===== config.mk =====
export PLATFORM = sky130hd
export DESIGN_NAME = write_matcher
export DESIGN_NICKNAME = d
export VERILOG_FILES = /design/src/rtl/bus_chk_pkg.sv /design/src/rtl/write_matcher.sv
export SDC_FILE = /design/constraint.sdc
export NUM_CORES = 1
export LEC_CHECK = 0
export ABC_AREA = 1
export CORE_AREA = 2 2 140 142
export DETAILED_ROUTE_END_ITERATION = 12
export DIE_AREA = 0 0 142 144
export PLACE_DENSITY = 0.72
export SYNTH_ARGS = -nofsm -noshare
export SYNTH_HDL_FRONTEND = slang
export SYNTH_SLANG_ARGS = --single-unit

===== constraint.sdc =====
create_clock -name vclk -period 2.86
set_input_delay 0.858 -clock vclk [all_inputs]
set_output_delay 0.858 -clock vclk [all_outputs]
set_load 0.01 [all_outputs]

===== src/rtl/bus_chk_pkg.sv =====
// Shared types for the bus write checker: FSM states, verdict codes and a
// small width helper used for table indices.
package bus_chk_pkg;

  localparam int FAIL_CODE_W = 3;

  typedef enum logic [1:0] {
    ST_RUN  = 2'd0,
    ST_PASS = 2'd1,
    ST_FAIL = 2'd2
  } chk_state_t;

  typedef enum logic [FAIL_CODE_W-1:0] {
    FC_NONE     = 3'd0,
    FC_BAD_ADDR = 3'd1,
    FC_BAD_DATA = 3'd2,
    FC_TIMEOUT  = 3'd3
  } fail_code_t;

  // Index width that stays at least one bit for single-entry tables.
  function automatic int idx_w(input int n);
    return (n > 1) ? $clog2(n) : 1;
  endfunction

endpackage


===== src/rtl/write_matcher.sv =====
// Combinational lookup of one bus write against the expected-write table
// and the ignore list. Table entry 0 sits in the most significant slice.
module write_matcher
  import bus_chk_pkg::*;
#(
  parameter int ADDR_W  = 32,
  parameter int DATA_W  = 32,
  parameter int N_EXP   = 4,
  parameter int N_IGN   = 1,
  parameter bit ORDERED = 1'b1,
  localparam int MC_W   = $clog2(N_EXP + 1),
  localparam int IDX_W  = idx_w(N_EXP)
) (
  input  logic [ADDR_W-1:0]       data_adr,
  input  logic [DATA_W-1:0]       write_data,
  input  logic [N_EXP*ADDR_W-1:0] exp_addr,
  input  logic [N_EXP*DATA_W-1:0] exp_data,
  input  logic [N_IGN*ADDR_W-1:0] ign_addr,
  input  logic [N_EXP-1:0]        matched,
  input  logic [MC_W-1:0]         match_cnt,
  output logic                    hit,
  output logic                    data_ok,
  output logic [IDX_W-1:0]        hit_idx,
  output logic                    ignored
);

  always_comb begin
    logic cand;
    hit     = 1'b0;
    data_ok = 1'b0;
    hit_idx = '0;
    ignored = 1'b0;
    cand    = 1'b0;
    // Ordered mode only offers the next table entry; unordered mode offers
    // every unmatched entry and the lowest index wins.
    for (int i = 0; i < N_EXP; i++) begin
      cand = ORDERED ? (i == int'(match_cnt)) : !matched[i];
      if (!hit && cand &&
          exp_addr[(N_EXP-1-i)*ADDR_W +: ADDR_W] == data_adr) begin
        hit     = 1'b1;
        hit_idx = IDX_W'(i);
        data_ok = (exp_data[(N_EXP-1-i)*DATA_W +: DATA_W] == write_data);
      end
    end
    for (int j = 0; j < N_IGN; j++) begin
      if (ign_addr[(N_IGN-1-j)*ADDR_W +: ADDR_W] == data_adr) begin
        ignored = 1'b1;
      end
    end
  end

endmodule


==> qor.yml, run 1 <==
syn_nets: 1269
detail_route.iter0.violations: 180
leakage_nw: 5.139
final_core_util_pct: 50.14
sw_frac_of_total_pct: 46.73
drv_cap: 0
top_level_ports: 364
fp.coreArea_um2: 19080
worst_pin_slew_ps: 294.0
yosysSeqAreaShare_pct: 0
cts_hold_buffers: 0
p_sw_uw: 590.9
viasPerCell: 4.245
synth_cells: 910
grt_pass1_wl_um: 34760
cp.arrival_ps: 2280
nClkBuffers: 0
seq_cell_count: 0
crit_fanout: 4
worst_slack_ps: -278.0
yosysWarnings: 0
place_area_um2: 8891
synth_cell_types: 25
final_cell_mix: "nand2_1, dlygate4sd2_1, nor2_1"
via_count: 6677
hold_class: "primary input to primary output"
grt_pass1_vias: 6636
critPathKind: "primary input to primary output"
vdd_drop_max_mv: 0.06088
comb_power_share_pct: 100.0
row_count: 51
p_seq_share_pct: 0
seqCellArea_um2: 0
syn_area_um2: 4597
dieHeight_um: 144
violations: "setup timing"
p_clk_share_pct: 0
portBuffers: 360
hold-worst-slack_ps: 2287
crit_path_start_kind: "primary input"
drc: 0
grt.overflow.total: 0
period_needed_ps: 3138
final_common_cell: "nand2_1"
max_freq_mhz: 318.7
status: "finished with violations"
syn_to_final_growth_pct: 108.1
setup_viol: 5
rsz0062_at_grt: "yes"
antenna_found_initial: 11
design_area_um2: 9567
routed_wl_um: 24280
p_per_area_nw_per_um2: 132.2
post_route_cells_drive_above_1_share_pct: 27.46
start_util_pct: 24.09
wire_per_inst_um: 15.44
first_pass_iters: 4
nets: 1690
whs_path_depth: 7
ant_nets: 0
p_int_uw: 673.6
grt.total_usage_pct: 22.35
fp.dieW_um: 142
dieArea_um2: 20450
maxSlewViolCount: 0
grt_max_degree: 8
hold_viol: 0
maxSlewHeadroom_pct: 80.34
cp.required_ps: 2000
gp_congestion: 0.9327
hpwlAfterDp_um: 22010
syn-mean-instance-area_um2: 5.052
fillCellCount: 1991
post-route-period-util_pct: 109.7
cp-end-kind: "primary output"
## synth_stat cells
library cell,instances,area (um2)
nand2_1,322,1209
nor2_1,161,604.3
xor2_1,123,1077
inv_1,99,371.6
xnor2_1,68,595.6
inv_2,27,101.4
nand3_1,15,75.07
buf_2,14,70.07
buf_4,14,105.1
nand4_1,13,81.33
o21ai_1,10,50.05
o21ai_0,8,40.04
nor3_1,6,30.03
or2_2,6,37.54
nor2_2,5,31.28
clkbuf_2,3,15.01
clkinv_1,3,11.26
nor4_1,3,18.77
a21oi_1,2,10.01
nand2_2,2,12.51
nand3_2,2,20.02
nand3b_1,1,7.510
nor3b_1,1,7.510
nor4b_1,1,8.760
o22ai_1,1,6.260
## area by class of cell
type / count / area (um2) / share of cell area [%]
antenna: 6 / 15.01 / 0.1569
inverter: 129 / 494.2 / 5.166
tap: 238 / 297.8 / 3.113
multi-input combinational: 750 / 4637 / 48.47
timing repair buffer: 450 / 4123 / 43.09
## worst max-delay path, cell delays in order
cell and delay (ps):
buf_8 110, buf_6 110, buf_6 120, xor2_2 140, nor2_2 100, nand2_1 60, nor2_2 120, nand3_2 120
nand3_2 90, nand4_1 220, buf_2 220
## metal layers
metal / GRT usage, % / share of wire (%) / wire length [um]
met5: 0 / 0.17 / 41
met4: 4.000 / 1.9 / 471
met3: 5.364 / 7.4 / 1792
met2: 46.94 / 56 / 13490
met1: 22.04 / 35 / 8486
## power groups by stage
stage / registers, mW / clock network [mW] / logic (mW)
after floorplan: 0 / 0 / 0.492
after global routing: 0 / 0.0000000936 / 1.38
after detailed placement: 0 / 0 / 1.25
after CTS: 0 / 0 / 1.24
final: 0 / 0.000000281 / 1.26
after global placement: 0 / 0 / 1.24
## path summary, 6_finish.rpt
check    startpoint       to  slack [ps]
max    data_adr[10]  data_ok        -280
min     ign_addr[4]  ignored        2290
## stage by stage
step | TNS (ps) | power (mW) | std cells | setup WS [ps]
6_report | -792.9 | 1.265 | 1573 | -278.0
5_1_grt | -1262 | 1.384 | 1569 | -437.7
4_1_cts | -969.8 | 1.238 | 1567 | -310.9
3_5_place_dp | -5837 | 1.251 | 1555 | -1397
3_3_place_gp | -5841 | 1.238 | 1555 | -1411
2_1_floorplan | 0 | 0.4916 | 910 | 250.6
## cell families after synthesis
logic type      count (synthesis)  share of synthesized area (%)
simple gates                  538                          46.63
buf+inv                       160                          14.67
compound gates                 21                          2.314
xor+xnor                      191                          36.39
## repair_timing
action                                 CTS  global route
buffers inserted                        13             3
setup endpoints to repair                5             5
pin swaps                              318           124
endpoints found under the hold margin    0             0
gates resized for setup                747           160
Power figures use the tool's default switching activity.
==> inputs of run 2 (changes only) <==
--- a/config.mk
+++ b/config.mk
@@ -10,6 +10,7 @@
 export DETAILED_ROUTE_END_ITERATION = 12
 export DIE_AREA = 0 0 142 144
 export PLACE_DENSITY = 0.72
+export REMOVE_ABC_BUFFERS = 1
 export SYNTH_ARGS = -nofsm -noshare
 export SYNTH_HDL_FRONTEND = slang
 export SYNTH_SLANG_ARGS = --single-unit
==> run 2 against run 1 <==
  * The flow still finishes with violations (setup timing)
  * Total power increased by 4.3%
  * Worst setup slack improved by 82 ps
  * Final cell count increased by 0.51%
  * Clock-buffer cell count unchanged
  * Via count increased by 2.9%
  * Wire length increased by 3.8%
  * Non-clock buffer count increased by 4
  * Largest cell class unchanged
==> qor.yml, run 2 (same netlist as run 1, synthesis figures left out) <==
cp.required_ps: 2000  # about the same
grt_max_degree: 8  # unchanged
dp_cells: 1558  # +0.19%
comb_power_share_pct: 100.0  # about the same
p_clk_share_pct: 0  # unchanged
leakage_nw: 5.028  # -2.2%
crit_path_start_kind: "primary input"
ant_nets: 0  # unchanged
nClkBuffers: 0  # unchanged
grt.total_usage_pct: 23.09  # +0.73 points
hold_class: "primary input to primary output"
critPathKind: "primary input to primary output"
top_level_ports: 364  # unchanged
start_util_pct: 24.09  # unchanged
grt_pass1_wl_um: 35950  # +3.4%
dp_slack_ps: -1144  # +252.5 ps
p_per_area_nw_per_um2: 137.9  # +4.3%
routed_wl_um: 25190  # +3.8%
gp_congestion: 0.8757  # -6.1%
seq_cell_count: 0  # unchanged
final_common_cell: "nand2_1"
violations: "setup timing"
worst_pin_slew_ps: 267.5  # -26.43 ps
setup_viol: 5  # unchanged
hold_viol: 0  # unchanged
post-route-period-util_pct: 106.9  # -2.9 points
nets: 1694  # +0.24%
wire_per_inst_um: 15.94  # +3.2%
p_int_uw: 692.0  # +2.7%
cp-end-kind: "primary output"
fp.dieW_um: 142  # unchanged
viasPerCell: 4.344  # +2.3%
crit_fanout: 2  # -2
period_needed_ps: 3056  # -81.71 ps
final_core_util_pct: 50.13  # about the same
power.total_mw: 1.319  # +4.3%
portBuffers: 360  # unchanged
fp.coreArea_um2: 19080  # unchanged
via_count: 6868  # +2.9%
hpwlAfterDp_um: 22110  # +0.43%
drv_cap: 0  # unchanged
row_count: 51  # unchanged
cp.arrival_ps: 2200  # -80 ps
p_sw_uw: 627.3  # +6.2%
dieHeight_um: 144  # unchanged
grt.overflow.total: 0  # unchanged
rsz0062_at_grt: "yes"
detail_route.iter0.violations: 204  # +13%
p_seq_share_pct: 0  # unchanged
grt_pass1_vias: 6853  # +3.3%
syn_to_final_growth_pct: 108.1  # about the same
first_pass_iters: 5  # +1
seqCellArea_um2: 0  # unchanged
crit_slowest_cell: "dlygate4sd2_1"
worst_slack_ps: -196.3  # +81.71 ps
antenna_found_initial: 13  # +2
drc: 0  # unchanged
final_cell_mix: "nand2_1, dlygate4sd2_1, nor2_1"
maxSlewHeadroom_pct: 82.08  # +1.7 points
crit_chain: "dlygate4sd2_1 > nor2_1 > buf_4 > nor3_2 > nand2_1 > nor2_1 > nand3_1 > nand3_1 > nand4_1 > buf_4"
post_route_cells_drive_above_1_share_pct: 32.11  # +4.6 points
status: "finished with violations"
cpPeakStageDelay_ps: 250  # +30 ps
cts_hold_buffers: 0  # unchanged
sw_frac_of_total_pct: 47.55  # +0.82 points
max_freq_mhz: 327.2  # +2.7%
maxSlewViolCount: 0  # unchanged
vdd_drop_max_mv: 0.07358  # +21%
dieArea_um2: 20450  # unchanged
fin_cells: 1581  # +0.51%
fin_tns_setup_ps: -416.9  # +376.0 ps
-- run 2: cell count changes in the layout (fill, tap and decap cells not counted), sizes merged --
| cell | change |
|---|---|
| clkdlybuf4s50 | +1 |
| clkbuf | +36 |
| dlymetal6s2s | -19 |
| clkdlybuf4s15 | -16 |
| diode | +4 |
| buf | +12 |
| dlygate4sd2 | -10 |
-- run 2: what timing repair did --
action / 4_1_cts / 5_1_grt
resized for setup: 734 / 277
pin swaps: 294 / 199
endpoints found under the setup margin: 5 / 5
setup buffers: 9 / 10
cloned: 0 / 0
-- run 2: area by class of cell --
| cell class | instances | area, um2 |
|---|---|---|
| fillers | 1959 | 9514 |
| multi-input cells | 750 | 4818 |
| repair buffers | 454 | 3925 |
| inverters | 129 | 499.2 |
| well taps | 238 | 297.8 |
| diodes | 10 | 25.02 |
-- run 2: final timing paths --
path | from | end | slack (ps) | cells after the start
min | ign_addr[9] | ignored | 2290 | 7
max | exp_addr[113] | data_ok | -200 | 10
-- run 2: worst max-delay path: cells and delay by family --
kind	cells	cell delay [ps]
AND/OR/NAND/NOR	7	750
buffers and inverters	3	570
-- run 2: power by group through the flow --
stage / Combinational [mW] / Sequential (mW) / Clock (mW)
6_report: 1.32 / 0 / 0.000000468
5_1_grt: 1.44 / 0 / 0.000000421
4_1_cts: 1.24 / 0 / 0
3_5_place_dp: 1.27 / 0 / 0
3_3_place_gp: 1.26 / 0 / 0
2_1_floorplan: 0.437 / 0 / 0
-- run 2: per-layer routing --
metal	share of wire [%]	global-route usage, %	vias to the layer above	wire, um
met5	0.16	0	-	41
met4	3.2	7.211	6	794
met3	7.3	5.000	48	1831
met2	54	46.50	269	13670
met1	35	23.46	3034	8853
li1	-	-	3511	-
-- run 2: metrics by stage --
stage	cell area [um2]	hold slack, ps
finish	9565	2285
floorplan	4407	1951
detailed placement	8939	2833
global placement	8939	2825
global route	9563	2310
CTS	9165	2331
